$ cat src/rtl/vdispatch_ring_param_if.sv
// Bundles the issue-side and lane-side signals of the vector dispatch ring.
// The issue stage drives through master and the ring sits behind slave.
interface vdispatch_ring_param_if #(
    parameter int NUMSLOTS = 2,
    parameter int INSTRW   = 157,
    parameter int ELMW     = 7,
    parameter int CNTW     = 3
);
    logic                       in_valid;
    logic                       in_ready;
    logic [INSTRW-1:0]          in_instr;
    logic [ELMW-1:0]            in_rdelm;
    logic [ELMW-1:0]            in_wrelm;
    logic [CNTW-1:0]            in_count;
    logic                       rotate;
    logic [NUMSLOTS-1:0]        increment;
    logic [NUMSLOTS-1:0]        squash;
    logic                       rd_sub;
    logic                       wr_sub;
    logic [ELMW-1:0]            rd_step;
    logic [ELMW-1:0]            wr_step;
    logic [CNTW-1:0]            cnt_step;
    logic [NUMSLOTS*INSTRW-1:0] instr;
    logic [NUMSLOTS-1:0]        valid;
    logic [NUMSLOTS-1:0]        first;
    logic [NUMSLOTS*ELMW-1:0]   rdelm;
    logic [NUMSLOTS*ELMW-1:0]   wrelm;
    logic [NUMSLOTS*CNTW-1:0]   count;
    logic [NUMSLOTS-1:0]        done;

    modport master (
        output in_valid, in_instr, in_rdelm, in_wrelm, in_count, rotate,
               increment, squash, rd_sub, wr_sub, rd_step, wr_step, cnt_step,
        input  in_ready, instr, valid, first, rdelm, wrelm, count, done
    );

    modport slave (
        input  in_valid, in_instr, in_rdelm, in_wrelm, in_count, rotate,
               increment, squash, rd_sub, wr_sub, rd_step, wr_step, cnt_step,
        output in_ready, instr, valid, first, rdelm, wrelm, count, done
    );
endinterface

$ cat src/rtl/vdispatch_ring_param.sv
// Vector-lane dispatch ring: NUMSLOTS in-flight instructions that shift on accept,
// recirculate on rotate, advance their element pointers and retire themselves.
module vdispatch_ring_param #(
    parameter int NUMSLOTS = 2,
    parameter int INSTRW   = 157,
    parameter int ELMW     = 7,
    parameter int CNTW     = 3
) (
    input  logic                   clk,
    input  logic                   resetn,
    vdispatch_ring_param_if.slave  bus
);
    localparam int LASTS = NUMSLOTS - 1;

    logic [INSTRW-1:0]   instr_r [NUMSLOTS];
    logic [ELMW-1:0]     rdelm_r [NUMSLOTS];
    logic [ELMW-1:0]     wrelm_r [NUMSLOTS];
    logic [CNTW-1:0]     count_r [NUMSLOTS];
    logic [NUMSLOTS-1:0] valid_r;
    logic [NUMSLOTS-1:0] first_r;
    logic [NUMSLOTS-1:0] done_r;

    logic [INSTRW-1:0]   upd_instr_s [NUMSLOTS];
    logic [ELMW-1:0]     upd_rdelm_s [NUMSLOTS];
    logic [ELMW-1:0]     upd_wrelm_s [NUMSLOTS];
    logic [CNTW-1:0]     upd_count_s [NUMSLOTS];
    logic [NUMSLOTS-1:0] upd_valid_s;
    logic [NUMSLOTS-1:0] upd_first_s;
    logic [NUMSLOTS-1:0] retire_s;

    logic [INSTRW-1:0]   nxt_instr_s [NUMSLOTS];
    logic [ELMW-1:0]     nxt_rdelm_s [NUMSLOTS];
    logic [ELMW-1:0]     nxt_wrelm_s [NUMSLOTS];
    logic [CNTW-1:0]     nxt_count_s [NUMSLOTS];
    logic [NUMSLOTS-1:0] nxt_valid_s;
    logic [NUMSLOTS-1:0] nxt_first_s;

    logic accept_s;
    logic move_s;

    // Element pointers wrap modulo 2^ELMW in either direction.
    function automatic logic [ELMW-1:0] step_ptr(
        input logic [ELMW-1:0] ptr,
        input logic [ELMW-1:0] step,
        input logic            sub
    );
        logic [ELMW-1:0] res;
        if (sub) begin
            res = ptr - step;
        end else begin
            res = ptr + step;
        end
        return res;
    endfunction

    // A full last slot blocks entry because an accept would push it off the end.
    assign bus.in_ready = ~bus.rotate & ~valid_r[LASTS];
    assign accept_s     = bus.in_valid & bus.in_ready;
    assign move_s       = accept_s | bus.rotate;

    // Per-source-slot update: squash wins over increment, increment may retire.
    always_comb begin
        for (int s = 0; s < NUMSLOTS; s++) begin
            upd_instr_s[s] = instr_r[s];
            upd_valid_s[s] = valid_r[s];
            upd_first_s[s] = first_r[s];
            upd_rdelm_s[s] = rdelm_r[s];
            upd_wrelm_s[s] = wrelm_r[s];
            upd_count_s[s] = count_r[s];
            retire_s[s]    = 1'b0;
            if (bus.squash[s]) begin
                upd_valid_s[s] = 1'b0;
            end else if (bus.increment[s] & valid_r[s]) begin
                upd_rdelm_s[s] = step_ptr(rdelm_r[s], bus.rd_step, bus.rd_sub);
                upd_wrelm_s[s] = step_ptr(wrelm_r[s], bus.wr_step, bus.wr_sub);
                upd_first_s[s] = 1'b0;
                if (count_r[s] <= bus.cnt_step) begin
                    upd_count_s[s] = {CNTW{1'b0}};
                    upd_valid_s[s] = 1'b0;
                    retire_s[s]    = 1'b1;
                end else begin
                    upd_count_s[s] = count_r[s] - bus.cnt_step;
                end
            end else begin
                upd_valid_s[s] = valid_r[s];
            end
        end
    end

    // Route updated slots to their destinations; slot 0 is fed by the input or the ring tail.
    always_comb begin
        for (int i = 0; i < NUMSLOTS; i++) begin
            nxt_instr_s[i] = upd_instr_s[i];
            nxt_valid_s[i] = upd_valid_s[i];
            nxt_first_s[i] = upd_first_s[i];
            nxt_rdelm_s[i] = upd_rdelm_s[i];
            nxt_wrelm_s[i] = upd_wrelm_s[i];
            nxt_count_s[i] = upd_count_s[i];
        end
        if (move_s) begin
            for (int i = 1; i < NUMSLOTS; i++) begin
                nxt_instr_s[i] = upd_instr_s[i-1];
                nxt_valid_s[i] = upd_valid_s[i-1];
                nxt_first_s[i] = upd_first_s[i-1];
                nxt_rdelm_s[i] = upd_rdelm_s[i-1];
                nxt_wrelm_s[i] = upd_wrelm_s[i-1];
                nxt_count_s[i] = upd_count_s[i-1];
            end
            if (accept_s) begin
                nxt_instr_s[0] = bus.in_instr;
                nxt_valid_s[0] = (bus.in_count != {CNTW{1'b0}});
                nxt_first_s[0] = 1'b1;
                nxt_rdelm_s[0] = bus.in_rdelm;
                nxt_wrelm_s[0] = bus.in_wrelm;
                nxt_count_s[0] = bus.in_count;
            end else begin
                nxt_instr_s[0] = upd_instr_s[LASTS];
                nxt_valid_s[0] = upd_valid_s[LASTS];
                nxt_first_s[0] = upd_first_s[LASTS];
                nxt_rdelm_s[0] = upd_rdelm_s[LASTS];
                nxt_wrelm_s[0] = upd_wrelm_s[LASTS];
                nxt_count_s[0] = upd_count_s[LASTS];
            end
        end else begin
            nxt_valid_s[0] = upd_valid_s[0];
        end
    end

    // Slot state and retire pulses; reset drops everything without a done pulse.
    always_ff @(posedge clk or negedge resetn) begin
        if (!resetn) begin
            for (int i = 0; i < NUMSLOTS; i++) begin
                instr_r[i] <= {INSTRW{1'b0}};
                rdelm_r[i] <= {ELMW{1'b0}};
                wrelm_r[i] <= {ELMW{1'b0}};
                count_r[i] <= {CNTW{1'b0}};
            end
            valid_r <= {NUMSLOTS{1'b0}};
            first_r <= {NUMSLOTS{1'b0}};
            done_r  <= {NUMSLOTS{1'b0}};
        end else begin
            for (int i = 0; i < NUMSLOTS; i++) begin
                instr_r[i] <= nxt_instr_s[i];
                rdelm_r[i] <= nxt_rdelm_s[i];
                wrelm_r[i] <= nxt_wrelm_s[i];
                count_r[i] <= nxt_count_s[i];
            end
            valid_r <= nxt_valid_s;
            first_r <= nxt_first_s;
            done_r  <= retire_s;
        end
    end

    genvar g;
    generate
        for (g = 0; g < NUMSLOTS; g++) begin : g_pack
            assign bus.instr[g*INSTRW +: INSTRW] = instr_r[g];
            assign bus.rdelm[g*ELMW +: ELMW]     = rdelm_r[g];
            assign bus.wrelm[g*ELMW +: ELMW]     = wrelm_r[g];
            assign bus.count[g*CNTW +: CNTW]     = count_r[g];
        end
    endgenerate

    assign bus.valid = valid_r;
    assign bus.first = first_r;
    assign bus.done  = done_r;
endmodule

$ cat src/flat_wrapper.sv
// flat-port wrapper written by rule: the top's interface ports become plain ports
module vdispatch_ring_param_flat 
#(
    parameter int NUMSLOTS = 2,
    parameter int INSTRW   = 157,
    parameter int ELMW     = 7,
    parameter int CNTW     = 3
)
  (clk, resetn, bus_in_valid, bus_in_instr, bus_in_rdelm, bus_in_wrelm, bus_in_count, bus_rotate, bus_increment, bus_squash, bus_rd_sub, bus_wr_sub, bus_rd_step, bus_wr_step, bus_cnt_step, bus_in_ready, bus_instr, bus_valid, bus_first, bus_rdelm, bus_wrelm, bus_count, bus_done);
  vdispatch_ring_param_if #(.NUMSLOTS(NUMSLOTS), .INSTRW(INSTRW), .ELMW(ELMW), .CNTW(CNTW)) bus_i ();
  input  logic clk;
  input  logic resetn;
  input wire logic [$bits(bus_i.in_valid)-1:0] bus_in_valid;
  input wire logic [$bits(bus_i.in_instr)-1:0] bus_in_instr;
  input wire logic [$bits(bus_i.in_rdelm)-1:0] bus_in_rdelm;
  input wire logic [$bits(bus_i.in_wrelm)-1:0] bus_in_wrelm;
  input wire logic [$bits(bus_i.in_count)-1:0] bus_in_count;
  input wire logic [$bits(bus_i.rotate)-1:0] bus_rotate;
  input wire logic [$bits(bus_i.increment)-1:0] bus_increment;
  input wire logic [$bits(bus_i.squash)-1:0] bus_squash;
  input wire logic [$bits(bus_i.rd_sub)-1:0] bus_rd_sub;
  input wire logic [$bits(bus_i.wr_sub)-1:0] bus_wr_sub;
  input wire logic [$bits(bus_i.rd_step)-1:0] bus_rd_step;
  input wire logic [$bits(bus_i.wr_step)-1:0] bus_wr_step;
  input wire logic [$bits(bus_i.cnt_step)-1:0] bus_cnt_step;
  output wire logic [$bits(bus_i.in_ready)-1:0] bus_in_ready;
  output wire logic [$bits(bus_i.instr)-1:0] bus_instr;
  output wire logic [$bits(bus_i.valid)-1:0] bus_valid;
  output wire logic [$bits(bus_i.first)-1:0] bus_first;
  output wire logic [$bits(bus_i.rdelm)-1:0] bus_rdelm;
  output wire logic [$bits(bus_i.wrelm)-1:0] bus_wrelm;
  output wire logic [$bits(bus_i.count)-1:0] bus_count;
  output wire logic [$bits(bus_i.done)-1:0] bus_done;
  assign bus_i.in_valid = bus_in_valid;
  assign bus_i.in_instr = bus_in_instr;
  assign bus_i.in_rdelm = bus_in_rdelm;
  assign bus_i.in_wrelm = bus_in_wrelm;
  assign bus_i.in_count = bus_in_count;
  assign bus_i.rotate = bus_rotate;
  assign bus_i.increment = bus_increment;
  assign bus_i.squash = bus_squash;
  assign bus_i.rd_sub = bus_rd_sub;
  assign bus_i.wr_sub = bus_wr_sub;
  assign bus_i.rd_step = bus_rd_step;
  assign bus_i.wr_step = bus_wr_step;
  assign bus_i.cnt_step = bus_cnt_step;
  assign bus_in_ready = bus_i.in_ready;
  assign bus_instr = bus_i.instr;
  assign bus_valid = bus_i.valid;
  assign bus_first = bus_i.first;
  assign bus_rdelm = bus_i.rdelm;
  assign bus_wrelm = bus_i.wrelm;
  assign bus_count = bus_i.count;
  assign bus_done = bus_i.done;
  vdispatch_ring_param #(.NUMSLOTS(NUMSLOTS), .INSTRW(INSTRW), .ELMW(ELMW), .CNTW(CNTW)) u_core (.clk(clk), .resetn(resetn), .bus(bus_i));
endmodule
$ cat config.mk
export PLATFORM = sky130hd
export DESIGN_NAME = vdispatch_ring_param_flat
export DESIGN_NICKNAME = d
export VERILOG_FILES = /design/src/rtl/vdispatch_ring_param_if.sv /design/src/rtl/vdispatch_ring_param.sv /design/src/flat_wrapper.sv
export SDC_FILE = /design/constraint.sdc
export NUM_CORES = 1
export LEC_CHECK = 0
export ABC_AREA = 1
export CAP_MARGIN = 20
export CORE_UTILIZATION = 35
export DETAILED_ROUTE_END_ITERATION = 8
export PLACE_DENSITY = 0.7
export SYNTH_ARGS = -nofsm -noshare
export SYNTH_HDL_FRONTEND = slang
export SYNTH_SLANG_ARGS = --single-unit
$ cat constraint.sdc
create_clock -name clk -period 3.9 [get_ports clk]
set_input_delay 0.78 -clock clk [delete_from_list [all_inputs] [get_ports clk]]
set_output_delay 0.78 -clock clk [all_outputs]
set_load 0.1 [all_outputs]
==> out/metrics.yaml, run 1 <==
detailed_routing:
  drt_iter0_markers: 997
  drc: 0
  vias: 14900
  drtPass1Iterations: 5
  drt-total-wl_um: 54600
  routedWlPerCell_um: 18.2
  drtAntennaViolNets: 0
  vias_per_cell: 4.96
logic_synthesis:
  synth-async-reset-ratio_pct: 100
  synth_fp_nets: 2087
  synthesis.instances: 1864
  syn_area_um2: 16000
  synth_top_area_share_pct: 55.4
  synthFlopType: "dfrtp_1"
  ys_ff_latch: 354
  yosysWarnings: 0
  synth_area_leader_cell: "dfrtp_1"
  synth-edff-count: 0
  seq_area_frac_synth_pct: 55.4
  ys_types: 38
  synth_area_leaders: "dfrtp_1 (55%), nand2_1 (17%), o211ai_1 (6.4%)"
  syn_avg_cell_area_um2: 8.58
timing:
  fin_crit_ns: 3.00
  setup_tns_ns: 0
  finalClockSkew_ns: 0.0191
  hold_viol: 0
  worstMarginPinSlew_ns: 1.18
  slew_headroom_pct: 21.2
  period_share_pct: 77.0
  rsz0062_at_grt: "false"
  fmax_mhz: 333
  setup_viol: 0
  slew_violations: 0
layout:
  layout_common_cells: "nand2_1 (729), clkdlybuf4s50_1 (551), dfrtp_1 (354)"
  syn2layout_area_growth_pct: 46.6
  n_fill_cell: 4001
  seqCellArea_um2: 8860
  fin_nets: 2607
  mostFrequentLayoutCell: "nand2_1"
  final_util_pct: 52.5
  multi_input_area_um2: 5950
  stdcell_count: 3004
  final_layout_size_suffix_gt1_share_pct: 4.69
worst_setup_path:
  start_kind: "flop"
  cp_max_fo: 4
  crit_path_end_kind: "output pin"
  cp.required_ns: 3.12
  cp_top_family: "buffers and inverters"
  rr_startpoint: "u_core.bus.valid[1]$_DFF_PN0_"
  crit_type: "reg -> out"
  startpoint: "u_core.bus.count[4]$_DFF_PN0_"
  slowest_delay_ns: 1.24
  r2r_slack_ns: 1.36
  worstPathCellList: "clkdlybuf4s50_1"
  crit_buf_inv: 1
  crit_slowest_cell: "clkdlybuf4s50_1"
  arrival_ns: 2.22
die:
  die_y_um: 216
  die-area_um2: 46500
  core-area_um2: 44600
  num_rows: 77
  start_util_pct: 35.8
  chipWidth_um: 216
  pin_count: 556
clock_network:
  h-tree-depth: 2
  clk-insertion-delay-late_ns: 0.56
  ctsLongestPathBuffers: 3
  clk_pin_slew_worst_paths_ns: 0.06
  ctsResizeCount: 0
  cts_buffers: 41
  cts.sinks: 354
  cts_tree: "done"
  post-cts-setup-buffers: 0
  postCtsHoldBufs: 0
  cts_root_buf: "clkbuf_16"
global_routing:
  grt-ovfl-total: 0
  busiest_layer: "met2"
  met3_usage_pct: 7.09
  grt_pass1_vias: 15100
  use_met2_pct: 38.9
  grt_pass1_wl_um: 85500
  grt_use_met1_pct: 27.4
  antenna_found_initial: 2
  grt_usage_pct: 23.2
  grt_max_degree: 175
place:
  dp_cells: 2933
  dp_hpwl_um: 37700
  gp_congestion: 0.905
  io_buffers: 555
power_and_ir_drop:
  ir_drop_mv: 0.514
  p_leak_nw: 10.6
  p_sw_mw: 9.22
  power_frac_seq_pct: 28.0
  power_density_nw_per_um2: 761
  cell_internal_pwr_mw: 8.62
  switching_share_pct: 51.7
  p_comb_share_pct: 50.7
  pwr-share-clk_pct: 21.3
run:
  max_cap_violations: 0
run_status:
  status: "complete, no violations"
min_path:
  min_path_type: "in -> async"
flip-flops by register name, summed over array words and instances (netlist names):
signal / flops
u_core.bus.count: 6
u_core.bus.done: 2
u_core.bus.first: 2
u_core.bus.instr: 314
u_core.bus.rdelm: 14
u_core.bus.valid: 2
u_core.bus.wrelm: 14
stage by stage:
step	cell area [µm²]	setup slack, ns	total power, mW	hold WS, ns
finish	23400	0.896	17.8	0.287
global route	23400	0.731	18.5	0.317
CTS	23400	0.861	18.0	0.299
detailed placement	22100	0.478	14.1	0.480
global placement	22100	0.516	14.0	0.474
floorplan	16000	0.539	11.6	0.484
power groups by stage:
stage	sequential, mW	clock, mW	combinational, mW
finish	5.00	3.79	9.05
global route	5.09	4.04	9.39
CTS	4.99	3.89	9.08
detailed placement	5.03	0	9.05
global placement	5.00	0	8.98
floorplan	10.3	0	1.32
layout make-up:
| type | count | area share (%) |
|---|---|---|
| multi-input cells | 1216 | 25.4 |
| clock inverters | 18 | 0.747 |
| flip-flops and latches | 354 | 37.8 |
| well taps | 592 | 3.16 |
| repair buffers | 578 | 24.8 |
| clock buffers | 52 | 4.94 |
| inverters | 193 | 3.15 |
| diodes | 1 | 0.0107 |
synth_stat cells, types with 2 or more instances:
cell and count:
buf_2 53, inv_2 4, xnor2_1 2, dfrtp_1 354, o22ai_1 4, a22o_1 5
inv_1 189, nor3_1 2, xor2_1 4, nand4_1 8, ha_1 16, or2_1 2
o211ai_1 136, fa_1 6, nor2_1 12, buf_1 5, nand2_2 7, a21o_1 2
o21ai_2 3, a21boi_0 3, mux2i_1 2, o31ai_1 2, nand3b_1 2, nand2_1 729
nand3_2 2, clkbuf_1 42, nand3_1 57, o21ai_1 31, a22oi_1 40, o21ai_0 123
a21oi_1 10
path summary, 6_finish.rpt:
kind	endpoint	cells after the start
setup / recovery	bus_count[4]	1
hold / removal	u_core.bus.instr[54]$_DFFE_PN0N_	1
setup reg to reg	u_core.bus.instr[253]$_DFFE_PN0N_	7
hold reg to reg	u_core.bus.instr[180]$_DFFE_PN0N_	2
max in group asynchronous	u_core.bus.instr[151]$_DFFE_PN0N_	2
min in group clk	u_core.bus.instr[180]$_DFFE_PN0N_	2
logic make-up (layout without fill, tap and decap cells):
kind of cell | Yosys count | after routing | synth area share [%]
compound gates | 364 | 364 | 14.6
xor+xnor | 6 | 6 | 0.329
fa+ha+maj | 22 | 22 | 2.00
buf+inv | 294 | 841 | 7.34
flops | 354 | 354 | 55.4
mux | 2 | 2 | 0.125
other cells | 0 | 1 | 0
simple gates | 822 | 822 | 20.2
per-layer routing:
metal	share of wire, %	wire length, µm
met1	39	21100
met2	48	26500
met3	8.6	4720
met4	4.3	2330
met5	0.022	12
Power figures use the tool's default switching activity.
==> run 2: changes to the inputs <==
Settings changed: PLACE_DENSITY 0.7 to 0.72.
Clock period 3.9 ns to 2.5 ns, I/O delays scaled along.
==> out/metrics.yaml, run 2 (synthesis gave the netlist of run 1 again) <==
run_status:
  status: "complete, no violations"
clock_network:
  cts_tree: "done"
  cts_buffers: 40
  post-cts-setup-buffers: 0
  cts_root_buf: "clkbuf_16"
  cts.sinks: 354
  h-tree-depth: 2
  clk_pin_slew_worst_paths_ns: 0.06
  clk-insertion-delay-late_ns: 0.55
  ctsLongestPathBuffers: 3
global_routing:
  antenna_found_initial: 1
  grt_pass1_wl_um: 85100
  grt-ovfl-total: 0
  grt_pass1_vias: 15300
  grt_usage_pct: 23.1
  grt_max_degree: 70
detailed_routing:
  drc: 0
  drt-total-wl_um: 54400
  drtAntennaViolNets: 0
  vias: 15200
  drt_iter0_markers: 1171
  drtPass1Iterations: 5
  vias_per_cell: 4.98
  routedWlPerCell_um: 17.7
worst_setup_path:
  cp.required_ns: 2.96
  cp_max_fo: 4
  crit_type: "in -> reg"
  start_kind: "input port"
  crit_path_end_kind: "flop"
  arrival_ns: 2.82
layout:
  stdcell_count: 3063
  final_layout_size_suffix_gt1_share_pct: 21.4
  antenna_cells: 0
  syn2layout_area_growth_pct: 45.1
  largest_reg_flops: 314
  layout_common_cells: "nand2_1 (729), buf_4 (415), dfrtp_1 (354)"
  final_util_pct: 52.0
  fin_nets: 2663
  fin_area_um2: 23200
  mostFrequentLayoutCell: "nand2_1"
timing:
  setup_tns_ns: 0
  slew_violations: 0
  fin_crit_ns: 2.36
  fmax_mhz: 423
  rsz0062_at_grt: "false"
  finalClockSkew_ns: 0.00982
  period_share_pct: 94.5
  hold_viol: 0
  setup_viol: 0
  slew_headroom_pct: 55.6
  worstMarginPinSlew_ns: 0.667
die:
  core-area_um2: 44600
  pin_count: 556
  die_y_um: 216
  die-area_um2: 46500
  num_rows: 77
  chipWidth_um: 216
  start_util_pct: 35.8
run:
  max_cap_violations: 0
power_and_ir_drop:
  p_leak_nw: 11.4
  switching_share_pct: 52.1
  ir_drop_mv: 0.847
  p_sw_mw: 14.4
  power_density_nw_per_um2: 1190
  power_frac_seq_pct: 28.3
  pwr-share-clk_pct: 21.6
  cell_internal_pwr_mw: 13.3
  total_power_mw: 27.7
  p_comb_share_pct: 50.1
place:
  gp_congestion: 0.877
  dp_cells: 2989
  dp_hpwl_um: 39200
  io_buffers: 555
  placed_area_um2: 21800
min_path:
  min_path_type: "in -> reg"
run 2: per-stage QoR:
stage	setup WS [ns]	hold slack, ns
finish	0.138	0.497
global route	0.00518	0.479
CTS	0.135	0.455
detailed placement	-0.434	0.484
global placement	-0.381	0.479
floorplan	0.0121	0.204
run 2: layer usage:
layer,global-route usage (%),up-vias,share of wire (%)
li1,-,7201,-
met1,28.6,7283,40
met2,37.3,606,47
met3,5.98,148,7.8
met4,11.3,2,4.8
met5,0,-,0.031
run 2: final timing paths:
path                                                       start  slack, ns  depth (start not counted)                                end
max in group asynchronous                                 resetn       1.21                          3    u_core.bus.instr[9]$_DFFE_PN0N_
min in group asynchronous                                 resetn       0.53                          2   u_core.bus.instr[55]$_DFFE_PN0N_
worst max register to register     u_core.bus.wrelm[7]$_DFF_PN0_       0.47                         12      u_core.bus.wrelm[4]$_DFF_PN0_
worst min register to register  u_core.bus.instr[70]$_DFFE_PN0N_       0.50                          2  u_core.bus.instr[227]$_DFFE_PN0N_
worst max-delay path                              bus_wr_step[0]       0.14                         14      u_core.bus.wrelm[4]$_DFF_PN0_
worst min-delay path                            bus_in_instr[12]       0.50                          3   u_core.bus.instr[12]$_DFFE_PN0N_
run 2: area by class of cell:
class | count | area [µm²]
multi-input cells | 1216 | 5980
well taps | 592 | 741
inverters | 193 | 738
flip-flops and latches | 354 | 8860
clock inverters | 17 | 163
fillers | 3982 | 21400
clock buffers | 56 | 1180
repair buffers | 635 | 5520
run 2: repair_timing:
| action | CTS | global route |
|---|---|---|
| endpoints found under the hold margin | 44 | 0 |
| hold buffers | 1 | 0 |
| setup endpoints to repair | 0 | 6 |
| gates resized for setup | 0 | 7 |
run 2: power groups by stage:
stage / sequential (mW) / clock, mW / combinational [mW]
2_1_floorplan: 16.1 / 0 / 2.07
3_3_place_gp: 7.85 / 0 / 13.8
3_5_place_dp: 7.89 / 0 / 13.9
4_1_cts: 7.83 / 6.12 / 13.9
5_1_grt: 7.99 / 6.35 / 14.4
6_report: 7.85 / 5.98 / 13.9
run 2: critical path, stage by stage:
cell and delay, ns:
clkdlybuf4s50_1 0.49, inv_1 0.07, ha_1 0.27, o21ai_0 0.08, buf_4 0.17, fa_1 0.38, nand3_1 0.12, nand2_1 0.06
nand2_1 0.07, nand2_2 0.06, xor2_1 0.15, o21ai_0 0.23, nand2_1 0.08, o211ai_1 0.10
